--- src/rtl/diff_scan_ctrl.sv ---
// rtl/diff_scan_ctrl.sv - round-robin shared diff sequencer scanning a^b CHUNK bits per cycle
module diff_scan_ctrl #(
    parameter int WIDTH = 32,
    parameter int CHUNK = 4
) (
    input  logic             clk,
    input  logic             rst,
    input  logic             req0_valid,
    input  logic [WIDTH-1:0] req0_a,
    input  logic [WIDTH-1:0] req0_b,
    output logic             req0_ready,
    input  logic             req1_valid,
    input  logic [WIDTH-1:0] req1_a,
    input  logic [WIDTH-1:0] req1_b,
    output logic             req1_ready,
    output logic             rsp_valid,
    input  logic             rsp_ready,
    output logic             rsp_id,
    output logic [5:0]       rsp_pos,
    output logic             rsp_zero,
    output logic             busy
);

    localparam int IW = 7;
    localparam logic [IW-1:0] LAST_IDX = IW'(WIDTH - CHUNK);

    typedef enum logic [1:0] {IDLE, SCAN, RESP} state_t;

    state_t           state;
    logic [WIDTH-1:0] x;
    logic [IW-1:0]    idx;
    logic             last_grant;

    logic             grant;
    logic             can_accept;
    logic [CHUNK-1:0] chunk;
    logic [IW-1:0]    low_bit;
    logic             hit;

    // Ready is gated by rst so nothing is handed out while the block is held in reset.
    always_comb begin
        if (req0_valid && req1_valid)
            grant = ~last_grant;
        else
            grant = req1_valid;
        can_accept = (state == IDLE) && !rst && (req0_valid || req1_valid);
        req0_ready = can_accept && !grant;
        req1_ready = can_accept && grant;
    end

    always_comb begin
        chunk   = CHUNK'(x >> idx);
        hit     = |chunk;
        low_bit = '0;
        for (int i = CHUNK - 1; i >= 0; i--) begin
            if (chunk[i])
                low_bit = IW'(i);
        end
    end

    always_ff @(posedge clk or posedge rst) begin
        if (rst) begin
            state      <= IDLE;
            last_grant <= 1'b1;
            idx        <= '0;
            x          <= '0;
            rsp_valid  <= 1'b0;
            rsp_id     <= 1'b0;
            rsp_pos    <= '0;
            rsp_zero   <= 1'b0;
            busy       <= 1'b0;
        end else begin
            case (state)
                IDLE: begin
                    if (can_accept) begin
                        x          <= grant ? (req1_a ^ req1_b) : (req0_a ^ req0_b);
                        rsp_id     <= grant;
                        last_grant <= grant;
                        idx        <= '0;
                        busy       <= 1'b1;
                        state      <= SCAN;
                    end
                end
                SCAN: begin
                    if (hit) begin
                        rsp_pos   <= 6'(idx + low_bit);
                        rsp_zero  <= 1'b0;
                        rsp_valid <= 1'b1;
                        state     <= RESP;
                    end else if (idx == LAST_IDX) begin
                        rsp_pos   <= '0;
                        rsp_zero  <= 1'b1;
                        rsp_valid <= 1'b1;
                        state     <= RESP;
                    end else begin
                        idx <= idx + IW'(CHUNK);
                    end
                end
                RESP: begin
                    if (rsp_ready) begin
                        rsp_valid <= 1'b0;
                        busy      <= 1'b0;
                        state     <= IDLE;
                    end
                end
                default: state <= IDLE;
            endcase
        end
    end

endmodule

--- config.mk ---
export PLATFORM = sky130hd
export DESIGN_NAME = diff_scan_ctrl
export DESIGN_NICKNAME = d
export VERILOG_FILES = /design/src/rtl/diff_scan_ctrl.sv
export SDC_FILE = /design/constraint.sdc
export NUM_CORES = 1
export LEC_CHECK = 0
export CORE_ASPECT_RATIO = 1.1
export CORE_MARGIN = 2
export CORE_UTILIZATION = 41
export CTS_BUF_LIST = sky130_fd_sc_hd__clkbuf_4 sky130_fd_sc_hd__clkbuf_8 sky130_fd_sc_hd__clkbuf_16
export DETAILED_ROUTE_END_ITERATION = 8
export PLACE_DENSITY = 0.9
export SLEW_MARGIN = 20
export SYNTH_ARGS = -nofsm -noshare
export SYNTH_HDL_FRONTEND = slang
export SYNTH_SLANG_ARGS = --single-unit
--- constraint.sdc ---
create_clock -name clk -period 3.15 [get_ports clk]
set_clock_uncertainty 0.2 [all_clocks]
set_input_delay 0.7875 -clock clk [delete_from_list [all_inputs] [get_ports clk]]
set_output_delay 0.7875 -clock clk [all_outputs]
set_load 0.1 [all_outputs]
== Word-level counts from Yosys, hierarchy flattened ==
Cells that the tools add are included.
Cells by class
  mux-type cells: 24
  add/sub/neg operators: 2
  reductions and logical operators: 20
  equality and inequality tests: 8
  bitwise operators: 3
  shift-type cells: 1
Operators by type and width (number)
  $xor 32x32->32: 2
  $mux 32: 1
  $shr 32x7->4: 1
  $mux 6: 5
  $mux 7: 3
  $pmux 7 s2: 1
  $mux 2: 5
  $reduce_and 3->1: 3
  $ne 2x2->1 const B: 4
  $reduce_bool 2->1: 4
  $add 7x3->7 const B: 1
  $eq 7x5->1 const B: 1
  $add 6x6->6: 1
  $mux 1: 6
  $pmux 2 s3: 1
  $logic_and 1x1->1: 5
  $pmux 1 s2: 2
  $reduce_and 2->1: 2
  $reduce_and 4->1: 1
  $reduce_or 4->1: 1
  $ne 3x3->1 const B: 1
  $eq 2x1->1 const B: 1
  $eq 2x2->1 const B: 1
  $logic_not 1->1: 2
  3 further kinds: 3
Word-level totals
  bits in registers: 52
  logic and storage cells: 67

== Depth between registers and ports, before layout ==
  depth in word-level cells: 7
  depth in mapped cells: 10

== Worst setup path after synthesis ==
OpenSTA, ideal clock, no wires.
  kind: input-to-output
  from: input port rst
  to: output port req0_ready
  data required time: 2.162 ns
  stages: 6
  buffers on the path: 2
  arrival: 2.193 ns
  slack: -0.031 ns
  path through: nor3_1 -> o21a_1 -> nand2b_1 -> clkbuf_1 -> clkbuf_1 -> inv_1
On the way
  cells in the longest elaborated chain, start to end: 4
Ends and longest elaborated chain
  start: declaration: RTL line 7  | input logic rst,
  $logic_not 1->1 (no source line)
  $logic_and 1x1->1 (2 in series): RTL line 46  | can_accept = (state == IDLE) && !rst && (req0_valid || req1_valid);
  $logic_and 1x1->1: RTL line 47  | req0_ready = can_accept && !grant;
  end: declaration: RTL line 11  | output logic req0_ready,
Every way passes these cells.

== Worst setup path in the final report ==
  from: input port req1_valid
  to: output port req0_ready
On the way
  cells in the longest elaborated chain, start to end: 4
  elaborated cells on any way between the ends: 6
  those cells by class: mux (1); reduce/logical (5)
Ends and longest elaborated chain
  start: declaration: RTL line 12  | input logic req1_valid,
  $logic_and 1x1->1: RTL line 42  | if (req0_valid && req1_valid)
  $mux 1: RTL line 42
  $logic_not 1->1: RTL line 47
  $logic_and 1x1->1 (*): RTL line 47
Every way passes the cells marked *; elsewhere a longest branch is shown, timed or not.

==> qor.tcl <==
set qor(slowest_delay_ns) 0.54
set qor(synth_cell_types) 44
set qor(pin_count_of_the_biggest_net_entering_global_routing) 38
set qor(n_fill_cell) 522
set qor(cts_root_buffer) {clkbuf_8}
set qor(detail_route.iter0.violations) 179
set qor(final.setup.tns_ns) 0
set qor(wl_per_cell_um) 15.9
set qor(clk_pin_slew_ns) 0.09
set qor(fin_total_pwr_w) 0.00313
set qor(min_period_ns) 3.00
set qor(syn_nets) 414
set qor(ctsHoldBuffers) 0
set qor(grt_overflow_total) 0
set qor(area.sequential_um2) 1250
set qor(synth_edf_count) 0
set qor(postLayoutSetupSlackWorst_ns) 0.154
set qor(fp.dieW_um) 85.1
set qor(dpl-instance-area_um2) 4530
set qor(hold_crit_depth) 2
set qor(final_min_period_over_clock_period_pct) 95.1
set qor(post_drt_via_cell_ratio) 5.36
set qor(syn_inst) 279
set qor(crit_chain) {clkdlybuf4s50_1 -> a21boi_1 -> nand2b_2 -> clkinvlp_4 -> buf_12}
set qor(result_of_the_run) {completed}
set qor(path_delay_family) {buffers and inverters}
set qor(dp_worst_setup_slack_ns) 0.0620
set qor(vias) 2737
set qor(design.die.area_um2) 7920
set qor(grt_use_total_pct) 21.5
set qor(flow.area_growth_from_synthesis_pct) 56.7
set qor(r2r_cells) 8
set qor(synth.ff_latch_count) 50
set qor(timing.critical_path.from_type) {input pin}
set qor(cts_setup_buffers) 0
set qor(sinks_on_the_clock_net) 50
set qor(cts_inserted_buffers) 5
set qor(worst-path-max-fanout) 3
set qor(num_io_pins) 145
set qor(hold_ws_ns) 0.264
set qor(layout.cell_area.non_filler_um2) 4640
set qor(p_leak_nw) 1.85
set qor(timing_hold_violations_final) 0
set qor(vias_in_the_first_global_route) 3011
set qor(worst_setup_path_end_kind) {primary output}
set qor(grt_pass1_wl_um) 13600
set qor(final_nets) 560
set qor(drt_drc_violations_left) 0
set qor(setup_violations) 0
set qor(r2r_setup_slack_ns) 0.64
set qor(buffers_plus_inverters_on_the_worst_setup_path) 3
set qor(timing.rr.end) {rsp_pos[1]$_DFFE_PP0P_}
set qor(num_rows) 32
set qor(tritoncts) {done}
set qor(timing_max_transition_violations_final) 0
set qor(postRouteAntennaNets) 0
set qor(unrepaired_setup_endpoints_after_global_routing) {no}
set qor(worst_margin_pin_slew_ns) 0.578
set qor(vdd_ir_drop_max_v) 0.000618
set qor(dr.pass1.iters) 4
set qor(async_flop_share_pct) 100
set qor(hold_path_start) {last_grant$_DFFE_PP1P_}
set qor(sequential_element_share_of_the_synthesized_area_pct) 42.3
set qor(synth_flop_cell) {dfrtp_1}
set qor(crit_type) {input pin to primary output}
set qor(yosys_synthesis_warning_count) 0
set qor(timing.fmax_mhz) 334
set qor(start_util_pct) 42.3
set qor(drive_gt1_share_pct) 11.0
set qor(min_to) {last_grant$_DFFE_PP1P_}
set qor(syn_area_um2) 2960
set qor(grt_antenna_before_repair) 0
set qor(min-delay-path-class) {flip-flop to flip-flop}
set qor(gp_routability_congestion) 0.816
set qor(slew_headroom_pct) 61.4
set qor(worstPathArrival_ns) 2.01
set qor(worst-endpoint-required_ns) 2.16
set qor(clockBufferDepth) 2
set qor(cts_htree_levels) 2
set qor(multi_input_combinational_cell_area_um2) 1640
set qor(dp_hpwl_um) 6530
set qor(maxCapViolations) 0
set qor(diodes) 0
set qor(power-per-cell-area_nw_per_um2) 673
set qor(height_of_the_die_um) 93.2
set qor(worstReg2RegStart) {idx[2]$_DFFE_PP0P_}
set qor(crit_slowest_cell) {clkdlybuf4s50_1}
set qor(clkLatencyLatePin_ns) 0.30
set qor(finalWirelength_um) 8140
set qor(placement.io_buffers) 144
set qor(placeable_core_region_um2) 7010
set qor(syn_area_per_cell_um2) 10.6
[per-layer routing]
metal | part of all wire, % | vias up | global-route usage (%)
li1 | - | 1286 | -
met3 | 5.0 | 23 | 4.32
met1 | 36 | 1324 | 23.4
met4 | 2.9 | 0 | 8.47
met5 | 0 | - | 0
met2 | 56 | 104 | 40.5
[how the worst max path moves through the flow]
stage                          start         end  slack (ns)  depth (start not counted)
final                     req1_valid  req0_ready        0.15                          5
after global routing      req1_valid  req0_ready        0.04                          5
after CTS                 req1_valid  req0_ready        0.04                          5
after detailed placement  req1_valid  req0_ready        0.06                          5
after global placement    req1_valid  req0_ready        0.10                          5
after floorplan           req1_valid  req0_ready        0.05                          5
[state kept, by name (all words and copies together), names as in the netlist]
name / cells
rsp_zero: 1
rsp_valid: 1
busy: 1
rsp_pos: 6
rsp_id: 1
last_grant: 1
idx: 5
state: 2
x: 32
[cells in the mapped netlist, types with 3 or more instances]
| master | number | area, um2 |
|---|---|---|
| o221ai_1 | 32 | 280 |
| clkbuf_1 | 11 | 41.3 |
| inv_1 | 5 | 18.8 |
| nor2_1 | 7 | 26.3 |
| o2bb2ai_1 | 4 | 35.0 |
| dfrtp_1 | 49 | 1230 |
| nand2b_1 | 4 | 25.0 |
| mux4_2 | 6 | 135 |
| o21ai_0 | 5 | 25.0 |
| nand2_1 | 49 | 184 |
| xnor2_1 | 65 | 569 |
| a21oi_1 | 3 | 15.0 |
[cells in the final DEF (no fill, tap or decap), types with 5 or more instances in the layout]
cell type,n
buf_4,18
mux4_2,6
o221ai_1,32
clkbuf_8,5
nor2_1,7
dfrtp_1,49
xnor2_1,65
o21ai_0,5
clkdlybuf4s50_1,132
nand2_1,49
[stage by stage]
stage	instances	util [%]
after floorplan	279	-
after global placement	503	64.7
after detailed placement	503	64.7
after CTS	511	66.2
after global routing	511	66.3
final	511	66.3
[kinds of logic after synthesis]
family / after synthesis / share of synthesized area, %
adders and majority gates: 2 / 0.844
DFF: 50 / 42.3
buffers and inverters: 19 / 2.70
other: 1 / 0.127
and+or+nand+nor: 73 / 11.2
xor gates and xnor gates: 66 / 19.5
AOI/OAI and AO/OA: 58 / 16.3
muxes: 10 / 7.01
[power breakdown]
part | internal (W) | total (W) | switching (W) | leakage (nW)
logic | 0.000695 | 0.00160 | 0.000907 | 1.16
clock network | 0.000234 | 0.000447 | 0.000213 | 0.0579
registers | 0.000910 | 0.00108 | 0.000168 | 0.626
total | 0.00184 | 0.00313 | 0.00129 | 1.85
[area by class of cell]
class	count	share of cell area, %
Multi-Input combinational cell	210	35.2
Timing Repair Buffer	153	32.7
Sequential cell	50	27.0
Tap cell	85	2.29
Clock buffer	5	1.48
Clock inverter	3	0.862
Inverter	5	0.485
[worst register-to-register path, delay by kind of cell, from the launching register on]
kind | cells | cell delay, ns
flops | 1 | 0.47
fa+ha+maj | 1 | 0.29
simple gates | 3 | 0.44
buf+inv | 1 | 0.25
mux | 1 | 0.53
compound gates | 2 | 0.23
[repair_timing]
item / 4_1_cts / 5_1_grt
hold endpoints to repair: 0 / 0
endpoints found under the setup margin: 0 / 1
gates resized for setup: 0 / 2
No activity file was read; power rests on OpenSTA's default activity.
